## config.mk

```make
export PLATFORM = sky130hd
export DESIGN_NAME = rv32i_instruction_encoder
export DESIGN_NICKNAME = d
export VERILOG_FILES = /design/src/rtl/rv32i_instruction_encoder.sv
export SDC_FILE = /design/constraint.sdc
export NUM_CORES = 1
export LEC_CHECK = 0
export CAP_MARGIN = 20
export CORE_UTILIZATION = 51
export CTS_BUF_LIST = sky130_fd_sc_hd__clkbuf_16
export CTS_CLUSTER_SIZE = 25
export DETAILED_ROUTE_END_ITERATION = 7
export GPL_TIMING_DRIVEN = 0
export MAX_ROUTING_LAYER = met4
export PLACE_DENSITY = 0.9
export SLEW_MARGIN = 20
export SYNTH_ARGS = -nofsm -noshare
export SYNTH_HDL_FRONTEND = slang
export SYNTH_SLANG_ARGS = --single-unit
```

## constraint.sdc

```tcl
create_clock -name clk -period 3.2 [get_ports clk]
set_input_delay 0.32 -clock clk [delete_from_list [all_inputs] [get_ports clk]]
set_output_delay 0.32 -clock clk [all_outputs]
set_load 0.01 [all_outputs]
```

## src/rtl/rv32i_instruction_encoder.sv

```systemverilog
// rtl/rv32i_instruction_encoder.sv - packs decoded RV32I fields into words and writes them to IMEM
module rv32i_instruction_encoder #(
  parameter int ADDR_W    = 8,
  parameter int BASE_ADDR = 0
) (
  input  logic              clk,
  input  logic              rst_n,
  input  logic              clear,
  input  logic              in_valid,
  output logic              in_ready,
  input  logic [2:0]        fmt,
  input  logic [6:0]        opcode,
  input  logic [4:0]        rd,
  input  logic [4:0]        rs1,
  input  logic [4:0]        rs2,
  input  logic [2:0]        func3,
  input  logic [6:0]        func7,
  input  logic [31:0]       imm,
  output logic              mem_we,
  output logic [ADDR_W-1:0] mem_addr,
  output logic [31:0]       mem_wdata,
  output logic [ADDR_W:0]   instr_count,
  output logic              full,
  output logic              err_imm,
  output logic              err_fmt,
  output logic [ADDR_W:0]   err_index
);

  localparam logic [ADDR_W:0]   DEPTH_C  = {1'b1, {ADDR_W{1'b0}}};
  localparam logic [ADDR_W:0]   DEPTH_M1 = {1'b0, {ADDR_W{1'b1}}};
  localparam logic [ADDR_W-1:0] BASE_C   = ADDR_W'(BASE_ADDR);

  localparam logic [2:0] FMT_R = 3'd0;
  localparam logic [2:0] FMT_I = 3'd1;
  localparam logic [2:0] FMT_S = 3'd2;
  localparam logic [2:0] FMT_B = 3'd3;
  localparam logic [2:0] FMT_U = 3'd4;
  localparam logic [2:0] FMT_J = 3'd5;

  // S0 capture register
  logic        s0_valid;
  logic [2:0]  s0_fmt;
  logic [6:0]  s0_opcode;
  logic [4:0]  s0_rd;
  logic [4:0]  s0_rs1;
  logic [4:0]  s0_rs2;
  logic [2:0]  s0_func3;
  logic [6:0]  s0_func7;
  logic [31:0] s0_imm;

  logic signed [31:0] simm;
  logic               is_shift;
  logic [31:0]        word;
  logic               bad_imm;
  logic               bad_fmt;
  logic               accept;
  logic [ADDR_W-1:0]  ptr;

  // The last free slot may already be claimed by the instruction sitting in S0;
  // holding off one more accept there keeps the pointer from ever wrapping.
  assign in_ready = !full && !clear && !(s0_valid && instr_count == DEPTH_M1);
  assign accept   = in_valid && in_ready;
  assign full     = (instr_count == DEPTH_C);
  assign simm     = $signed(s0_imm);
  assign is_shift = (s0_opcode == 7'b0010011) && (s0_func3 == 3'b001 || s0_func3 == 3'b101);

  // Capture the field bundle on accept; clear drops whatever is in flight
  always_ff @(posedge clk or negedge rst_n) begin
    if (!rst_n) begin
      s0_valid  <= 1'b0;
      s0_fmt    <= '0;
      s0_opcode <= '0;
      s0_rd     <= '0;
      s0_rs1    <= '0;
      s0_rs2    <= '0;
      s0_func3  <= '0;
      s0_func7  <= '0;
      s0_imm    <= '0;
    end else if (clear) begin
      s0_valid <= 1'b0;
    end else begin
      s0_valid <= accept;
      if (accept) begin
        s0_fmt    <= fmt;
        s0_opcode <= opcode;
        s0_rd     <= rd;
        s0_rs1    <= rs1;
        s0_rs2    <= rs2;
        s0_func3  <= func3;
        s0_func7  <= func7;
        s0_imm    <= imm;
      end
    end
  end

  // Pack the captured fields and range-check the immediate for its format
  always_comb begin
    word    = '0;
    bad_imm = 1'b0;
    bad_fmt = 1'b0;
    case (s0_fmt)
      FMT_R: begin
        word = {s0_func7, s0_rs2, s0_rs1, s0_func3, s0_rd, s0_opcode};
      end
      FMT_I: begin
        if (is_shift) begin
          word    = {s0_func7, s0_imm[4:0], s0_rs1, s0_func3, s0_rd, s0_opcode};
          bad_imm = (simm < 0) || (simm > 31);
        end else begin
          word    = {s0_imm[11:0], s0_rs1, s0_func3, s0_rd, s0_opcode};
          bad_imm = (simm < -2048) || (simm > 2047);
        end
      end
      FMT_S: begin
        word    = {s0_imm[11:5], s0_rs2, s0_rs1, s0_func3, s0_imm[4:0], s0_opcode};
        bad_imm = (simm < -2048) || (simm > 2047);
      end
      FMT_B: begin
        word    = {s0_imm[12], s0_imm[10:5], s0_rs2, s0_rs1, s0_func3,
                   s0_imm[4:1], s0_imm[11], s0_opcode};
        bad_imm = (simm < -4096) || (simm > 4094) || s0_imm[0];
      end
      FMT_U: begin
        word    = {s0_imm[31:12], s0_rd, s0_opcode};
        bad_imm = (s0_imm[11:0] != 12'd0);
      end
      FMT_J: begin
        word    = {s0_imm[20], s0_imm[10:1], s0_imm[11], s0_imm[19:12], s0_rd, s0_opcode};
        bad_imm = (simm < -1048576) || (simm > 1048574) || s0_imm[0];
      end
      default: begin
        bad_fmt = 1'b1;
      end
    endcase
  end

  // S1: issue the IMEM write for legal words, otherwise record the sticky error
  always_ff @(posedge clk or negedge rst_n) begin
    if (!rst_n) begin
      mem_we      <= 1'b0;
      mem_addr    <= '0;
      mem_wdata   <= '0;
      ptr         <= BASE_C;
      instr_count <= '0;
      err_imm     <= 1'b0;
      err_fmt     <= 1'b0;
      err_index   <= '0;
    end else if (clear) begin
      mem_we      <= 1'b0;
      ptr         <= BASE_C;
      instr_count <= '0;
      err_imm     <= 1'b0;
      err_fmt     <= 1'b0;
      err_index   <= '0;
    end else begin
      mem_we <= 1'b0;
      if (s0_valid) begin
        if (bad_fmt || bad_imm) begin
          if (bad_fmt) err_fmt <= 1'b1;
          if (bad_imm) err_imm <= 1'b1;
          if (!err_imm && !err_fmt) err_index <= instr_count;
        end else begin
          mem_we      <= 1'b1;
          mem_addr    <= ptr;
          mem_wdata   <= word;
          ptr         <= ptr + 1'b1;
          instr_count <= instr_count + 1'b1;
        end
      end
    end
  end

endmodule
```

# After elaboration in Yosys (flattened, before gate mapping)
# Cells that the tools add are included.
# totals
reg_bits,137
latch_bits,0
ram_bits,0
mem_bits_ro,0
output_inout_bits,63
wordCells,100
mem_count,0
# classes
addsub,2
n_mul,0
div,0
order_cmp,8
n_eq_ne,12
shift,0
muxes,27
bitwise,2
n_reduce_logical,32
# ops
op,count
$pmux W32 S6,1
$mux W9,7
$gt A32 B12 Y1 const B,1
$gt A32 B13 Y1 const B,1
$gt A32 B21 Y1 const B,1
$gt A32 B6 Y1 const B,1
$lt A32 B1 Y1 const B,1
$lt A32 B12 Y1 const B,1
$lt A32 B13 Y1 const B,1
$lt A32 B21 Y1 const B,1
$mux W32,1
$mux W8,3
$mux W1,14
$reduce_and A3 Y1,4
$reduce_bool A12 Y1,1
$add A9 B1 Y9 const B,1
$eq A3 B3 Y1 const B,3
$eq A9 B8 Y1 const B,1
$eq A9 B9 Y1 const B,1
$add A8 B1 Y8 const B,1
$logic_or A1 B1 Y1,8
$reduce_bool A2 Y1,4
$eq A7 B5 Y1 const B,1
$eq A3 B1 Y1 const B,2
10 further kinds,22

# Depth between registers and ports, before layout
# Gate-level depths: netlist (run 1).
# logic_depth
word_depth,9
mapped_depth,11
mapped_depth_nobuf,9

# Worst setup path after synthesis (run 1)
# No wires, ideal clock.
# synth_timing
path_type,reg-to-reg
from,register instr_count[2]
to,register s0_fmt[0]
arrival_time_ps,2586
required_ps,3134
path_slack_ps,548
stages_incl_launch_ff,12
path_buffers,2
period_less_slack_ps,2652
path_cell_list,dfrtp_1 > and3_1 > and3_1 > and3_1 > ha_1 > a211oi_1 > nand2_1 > inv_2 > clkbuf_1 > clkbuf_1 > nand2_1 > nand2_1
# synth_between
elab_chain_cells,6
# synth_lines
element,line_no,source
from (decl),22,"output logic [ADDR_W:0] instr_count,"
from (signal assigned),167,instr_count <= instr_count + 1'b1;
$eq A9 B9 Y1 or $eq A9 B8 Y1 (tied branches),"63, 61",
$logic_not A1 Y1 or $logic_and A1 B1 Y1 (tied branches),61,assign in_ready = !full && !clear && !(s0_valid && instr_count == DEPTH_M1);
$logic_and A1 B1 Y1 or $logic_not A1 Y1 (tied branches),61,
$logic_and A1 B1 Y1 *,61,
via in_ready,10,"output logic in_ready,"
$logic_and A1 B1 Y1 *,62,assign accept = in_valid && in_ready;
$reduce_and A2 Y1 (no line) *,-,
to (signal assigned),84,s0_fmt <= fmt;
to (decl),42,logic [2:0] s0_fmt;
# The timed path passes the listed nets; every way through them passes the cells marked *.
# A chain may end at the register's enable or synchronous reset.

# Worst setup path in the final report (run 1)
# layout_timing
from,register instr_count[2]
to,output port in_ready
# layout_between
elab_chain_cells,4
# layout_lines
element,line_no
$eq A9 B9 Y1 or $eq A9 B8 Y1 (tied branches),"63, 61"
$logic_not A1 Y1 or $logic_and A1 B1 Y1 (tied branches),61
$logic_and A1 B1 Y1 or $logic_not A1 Y1 (tied branches),61
$logic_and A1 B1 Y1 *,61
to (decl),10
# Every way passes the cells marked *; elsewhere a longest branch is shown, timed or not.

==> results of run 1 <==
[cell usage in the layout, fill, tap and decap left out, drive strengths merged, types with 3 or more instances in the layout]
| master | instances |
|---|---|
| buf | 15 |
| or4 | 4 |
| nand2b | 3 |
| nand2 | 256 |
| mux2 | 18 |
| nand3 | 6 |
| mux2i | 9 |
| dfrtp | 137 |
| a22oi | 5 |
| a2bb2oi | 3 |
| a31oi | 5 |
| clkbuf | 39 |
| a222oi | 7 |
| nor2b | 25 |
| clkdlybuf4s50 | 131 |
| a21oi | 26 |
| or3 | 3 |
| nand4 | 15 |
| inv | 9 |
| and3 | 5 |
| clkinv | 5 |
| bufinv | 6 |
| ha | 4 |
| o21ai | 32 |
| nor2 | 30 |
| a211oi | 4 |
| nor4 | 7 |
| a31o | 4 |
| and4 | 3 |
[stage by stage]
| step | util [%] | worst slack [ps] |
|---|---|---|
| final | 72.2 | 249 |
| after global routing | 72.2 | 102 |
| after CTS | 72.2 | 58.5 |
| after detailed placement | 66.5 | 157 |
| after global placement | 66.2 | -3460 |
| after floorplan | - | 548 |
[Yosys cell counts (2+ instances only)]
cell	count	area, um^2
mux2i_1	9	90.1
a31o_2	4	35.0
and4_1	3	26.3
nand3b_1	2	15.0
o21a_1	2	15.0
nor4_1	5	31.3
nor2_1	30	113
nand2b_1	3	18.8
buf_2	2	10.0
mux2_1	9	101
and3_1	5	31.3
nand4bb_1	2	22.5
ha_1	4	50.1
a211oi_1	2	15.0
a2bb2oi_1	3	26.3
buf_1	8	30.0
nor3_1	2	10.0
o21ai_0	32	160
a222oi_1	7	70.1
or3_1	3	18.8
inv_1	6	22.5
mux2_2	9	101
dfrtp_1	137	3430
a22oi_1	5	37.5
or4_1	3	22.5
clkbuf_1	22	82.6
nand3_1	5	25.0
nor2b_1	25	156
o31ai_1	2	15.0
xnor2_1	2	17.5
a31oi_1	5	31.3
nand4_1	15	93.8
nand2_1	256	961
a21oi_1	26	130
[area by class of cell]
cell class	count	area, um^2
Timing Repair Buffer	134	1360
Inverter	7	26.3
Clock buffer	17	425
Sequential cell	137	3430
Fill cell	811	3240
Tap cell	143	179
Clock inverter	14	231
Buffer	35	160
Multi-Input combinational cell	494	2610
[worst max-delay path, delay by kind of cell (launching register included)]
kind                       cells  cell delay (ps)
AOI/OAI and AO/OA              1              280
adders and majority gates      1              180
and+or+nand+nor                3              690
DFF                            1              480
buffers and inverters          1              590
[registers in the layout (all words and copies together), names as in the netlist]
name and cells:
s0_rs1 5, s0_rs2 5, s0_func7 7, err_fmt 1, s0_imm 32, s0_valid 1, s0_rd 5, err_imm 1
err_index 9, s0_func3 3, s0_fmt 3, instr_count 9, ptr 8, s0_opcode 7, mem_addr 8, mem_we 1
mem_wdata 32
[worst max-delay path by stage]
stage / startpoint / to / cells past startpoint
floorplan: instr_count[2] / s0_fmt[0] / 11
global placement: rst_n / s0_rs1[3] / 1
detailed placement: instr_count[2] / s0_fmt[2] / 11
CTS: instr_count[2] / s0_fmt[0] / 11
global route: instr_count[2] / in_ready / 6
finish: instr_count[2] / in_ready / 6
[report_power, final]
| group | leakage (nW) | switching (mW) | internal (mW) | total [mW] |
|---|---|---|---|---|
| combinational | 1.81 | 0.740 | 0.739 | 1.48 |
| sequential | 1.77 | 0.329 | 2.10 | 2.43 |
| clock | 0.325 | 0.742 | 1.45 | 2.19 |
| total | 3.91 | 1.81 | 4.29 | 6.10 |
[routing by layer]
layer	vias up	GRT usage, %	share of wire, %
li1	2578	-	-
met1	2714	37.4	40
met2	336	48.3	49
met3	64	6.97	7.2
met4	0	14.3	3.3
met5	-	-	0
[repair_timing]
item,CTS,global route
setup endpoints to repair,0,20
hold endpoints to repair,46,0
gates resized for setup,0,6
hold buffers,1,0
[cell families after synthesis]
| group | Yosys count | share of synthesized area (%) |
|---|---|---|
| AOI/OAI and AO/OA | 93 | 9.77 |
| and+or+nand+nor | 367 | 26.2 |
| DFF | 137 | 55.1 |
| buffers and inverters | 42 | 2.94 |
| muxes | 27 | 4.71 |
| xor gates and xnor gates | 3 | 0.422 |
| adders and majority gates | 4 | 0.805 |
==> metrics.yaml, run 1 <==
place:
  place_area_um2: 7750
  place_congestion: 0.931
  io_buffers: 132
  dpl.cell_count: 949
  dp_hpwl_um: 12100
critical_path:
  startpoint_type: "register"
  reg2reg_from: "s0_imm[19]"
  cp_common_cell: "and3_1"
  end_kind: "output pin"
  path_class: "reg -> out"
  reg2reg_slack_ps: 310
  reg2reg_depth: 7
  crit_fanout: 8
  crit_required_ps: 2880
  worstPathCellList: "and3_1 -> and3_1 -> and3_1 -> ha_1 -> a211oi_1 -> clkdlybuf4s50_1"
  arrival_ps: 2630
  max_stage_delay_ps: 590
  r2r-end: "mem_addr[0]"
  crit_slowest_cell: "clkdlybuf4s50_1"
die:
  start_util_pct: 53.3
  die_w_um: 112
  core_area_um2: 11700
  ios: 134
  rows: 39
  die_height_um: 112
  die_area_um2: 12600
power_and_ir_drop:
  power.density_nw_per_um2: 724
  power_mw: 6.10
  p_leak_nw: 3.91
  ir_drop_mv: 0.441
synthesis:
  synth_warnings: 0
  ys.flop_type: "dfrtp_1"
  syn_avg_cell_area_um2: 9.24
  syn_area_um2: 6220
  synthDistinctLibCells: 52
  synth_edf_count: 0
  yosysSeqAreaShare_pct: 55.1
  ys_seq_elements: 137
  synth_cells: 673
  syn-num-nets: 748
  async_reset_ff_share_pct: 100
global_route:
  grt_usage_pct: 30.6
  grt_pass1_wl_um: 28800
  grt_pass1_vias: 5738
  grt_start_max_net_pins: 92
  antenna_found_initial: 0
  grt_overflow: 0
clock_network:
  root_buffer: "clkbuf_16"
  post-cts-setup-buffers: 0
  cts.sinks: 137
  cts_tree: "yes"
  cts_buffer_depth: 2
  clk_latency_ps: 410
  clk_pin_slew_ps: 60
  cts_buffers: 17
  cts_htree_levels: 4
sta:
  rsz0062_at_grt: "false"
  post-route-period-util_pct: 92.2
  holdWs_ps: 393
  tns_ps: 0
  finalSetupViolCount: 0
  hold_viol_final: 0
  skew_ps: 8.42
  worstMarginPinSlew_ps: 946
  slew_violations: 0
  fin_crit_ps: 2950
  clock.fmax_mhz: 339
  relSlewSlack_pct: 36.6
cells_and_area:
  fin_area_um2: 8420
  fin_cells: 981
  nets: 901
  synthToLayoutAreaGrowth_pct: 35.4
  drive_gt1_share_pct: 7.64
  antenna_cells: 0
drt:
  drc: 0
  routedWlPerCell_um: 17.9
  first_pass_iters: 6
  ant_nets: 0
  vias: 5692
  wl_um: 17500
  drt_first_iter_violations: 765
  drt-vias-per-instance: 5.80
flow_run:
  cap_violations: 0
hold_path:
  hp-class: "in -> async"
run_status:
  outcome: "complete, no violations"
Note: power is estimated with default switching activity, not from simulation.
==> run 2, diff against run 1 <==
--- a/config.mk
+++ b/config.mk
@@ -10,7 +10,7 @@
 export CTS_BUF_LIST = sky130_fd_sc_hd__clkbuf_16
 export CTS_CLUSTER_SIZE = 25
 export DETAILED_ROUTE_END_ITERATION = 7
-export GPL_TIMING_DRIVEN = 0
+export GPL_TIMING_DRIVEN = 1
 export MAX_ROUTING_LAYER = met4
 export PLACE_DENSITY = 0.9
 export SLEW_MARGIN = 20
==> metrics.yaml, run 2 (synthesized netlist as in run 1, its figures left out) <==
cells_and_area:
  mostFrequentLayoutCells: "nand2_1, dfrtp_1, clkdlybuf4s50_1"
  reg.largest.list: "mem_wdata (32), s0_imm (32)"
  drive_gt1_share_pct: 8.22
  antenna_cells: 0
  nets: 877
  layout_commonest_cell: "nand2_1"
  synthToLayoutAreaGrowth_pct: 32.9
flow_run:
  cap_violations: 0
critical_path:
  crit_fanout: 8
  cp_top_family: "simple AND/OR/NAND/NOR gates"
  crit_required_ps: 2880
  path_class: "reg -> out"
  crit_buf_inv: 1
  arrival_ps: 2670
  worstPathCellList: "and3_1 -> and3_1 -> and3_1 -> ha_1 -> a211oi_1 -> clkdlybuf4s50_1"
  cp_common_cell: "and3_1"
  max_stage_delay_ps: 610
  crit_cells: 6
  end_kind: "output pin"
  reg2reg_depth: 8
  startpoint_type: "register"
  crit_slowest_cell: "clkdlybuf4s50_1"
drt:
  wl_um: 16500
  drt_first_iter_violations: 499
  first_pass_iters: 8
  drc: 0
  ant_nets: 0
  drt-vias-per-instance: 5.74
  routedWlPerCell_um: 17.2
  vias: 5495
die:
  die_w_um: 112
  core_area_um2: 11700
  start_util_pct: 53.3
  die_area_um2: 12600
  die_height_um: 112
  ios: 134
  rows: 39
clock_network:
  ctsHoldBuffers: 0
  cts.sinks: 137
  clk_pin_slew_ps: 60
  cts_buffers: 17
  post-cts-setup-buffers: 0
  clk_latency_ps: 410
  cts_tree: "yes"
  cts_buffer_depth: 2
  cts_htree_levels: 4
  root_buffer: "clkbuf_16"
  cts_resized: 0
place:
  place_congestion: 0.850
  io_buffers: 133
  dp_hpwl_um: 11600
global_route:
  grt_pass1_wl_um: 26900
  grt_pass1_vias: 5568
  antenna_found_initial: 0
  grt_overflow: 0
  grt_usage_pct: 28.3
  grt_start_max_net_pins: 96
sta:
  clock.fmax_mhz: 335
  worstMarginPinSlew_ps: 856
  relSlewSlack_pct: 42.9
  tns_ps: 0
  finalSetupViolCount: 0
  fin_crit_ps: 2990
  holdWs_ps: 6.88
  rsz0062_at_grt: "false"
  hold_viol_final: 0
  slew_violations: 0
  skew_ps: 7.05
  post-route-period-util_pct: 93.4
power_and_ir_drop:
  power.density_nw_per_um2: 695
  ir_drop_mv: 0.407
  p_leak_nw: 3.85
run_status:
  outcome: "complete, no violations"
hold_path:
  hp-class: "in -> async"
-- run 2: changes by cell type in the layout (fill, tap and decap cells not counted), sizes merged --
cell / change
buf: -2
bufinv: -4
clkbuf: -22
clkdlybuf4s50: +1
clkinv: +3
clkinvlp: +1
dlygate4sd3: -1
inv: +1
-- run 2: metal layers --
metal / global-route usage, % / vias up / part of all wire (%)
met5: - / - / 0
met4: 11.8 / 0 / 2.0
met3: 5.72 / 29 / 6.0
met2: 46.2 / 267 / 51
met1: 34.6 / 2676 / 41
li1: - / 2523 / -
-- run 2: layout make-up --
class	count	area, um^2
fillers	798	3390
repair buffers	145	1460
well taps	143	179
clock buffers	17	425
inverters	7	26.3
multi-input cells	494	2610
flip-flops and latches	137	3430
clock inverters	15	136
-- run 2: power breakdown --
part / total [mW] / leakage, nW / switching (mW) / internal, mW
Clock: 1.85 / 0.280 / 0.717 / 1.13
Combinational: 1.45 / 1.80 / 0.709 / 0.739
Sequential: 2.45 / 1.77 / 0.354 / 2.10
Total: 5.75 / 3.85 / 1.78 / 3.97
-- run 2: stage by stage --
step	total power, mW	std cells	setup WS, ps	utilization [%]	cell area [um^2]
floorplan	3.07	673	548	-	6220
global placement	3.83	926	439	66.1	7710
detailed placement	3.90	926	274	66.1	7710
CTS	5.76	958	213	70.9	8270
global route	6.01	958	44.5	70.9	8270
finish	5.75	958	213	70.9	8270
-- run 2: worst paths after layout --
check,from,end,slack [ps]
worst max-delay path,instr_count[2],in_ready,210
worst max register to register,s0_imm[19],mem_wdata[17],230
min in group clk,rs1[4],s0_rs1[4],440
worst min-delay path,rst_n,mem_wdata[28],7
worst min register to register,s0_rs1[3],s0_rs1[3],470
max in group asynchronous,rst_n,mem_wdata[6],2470
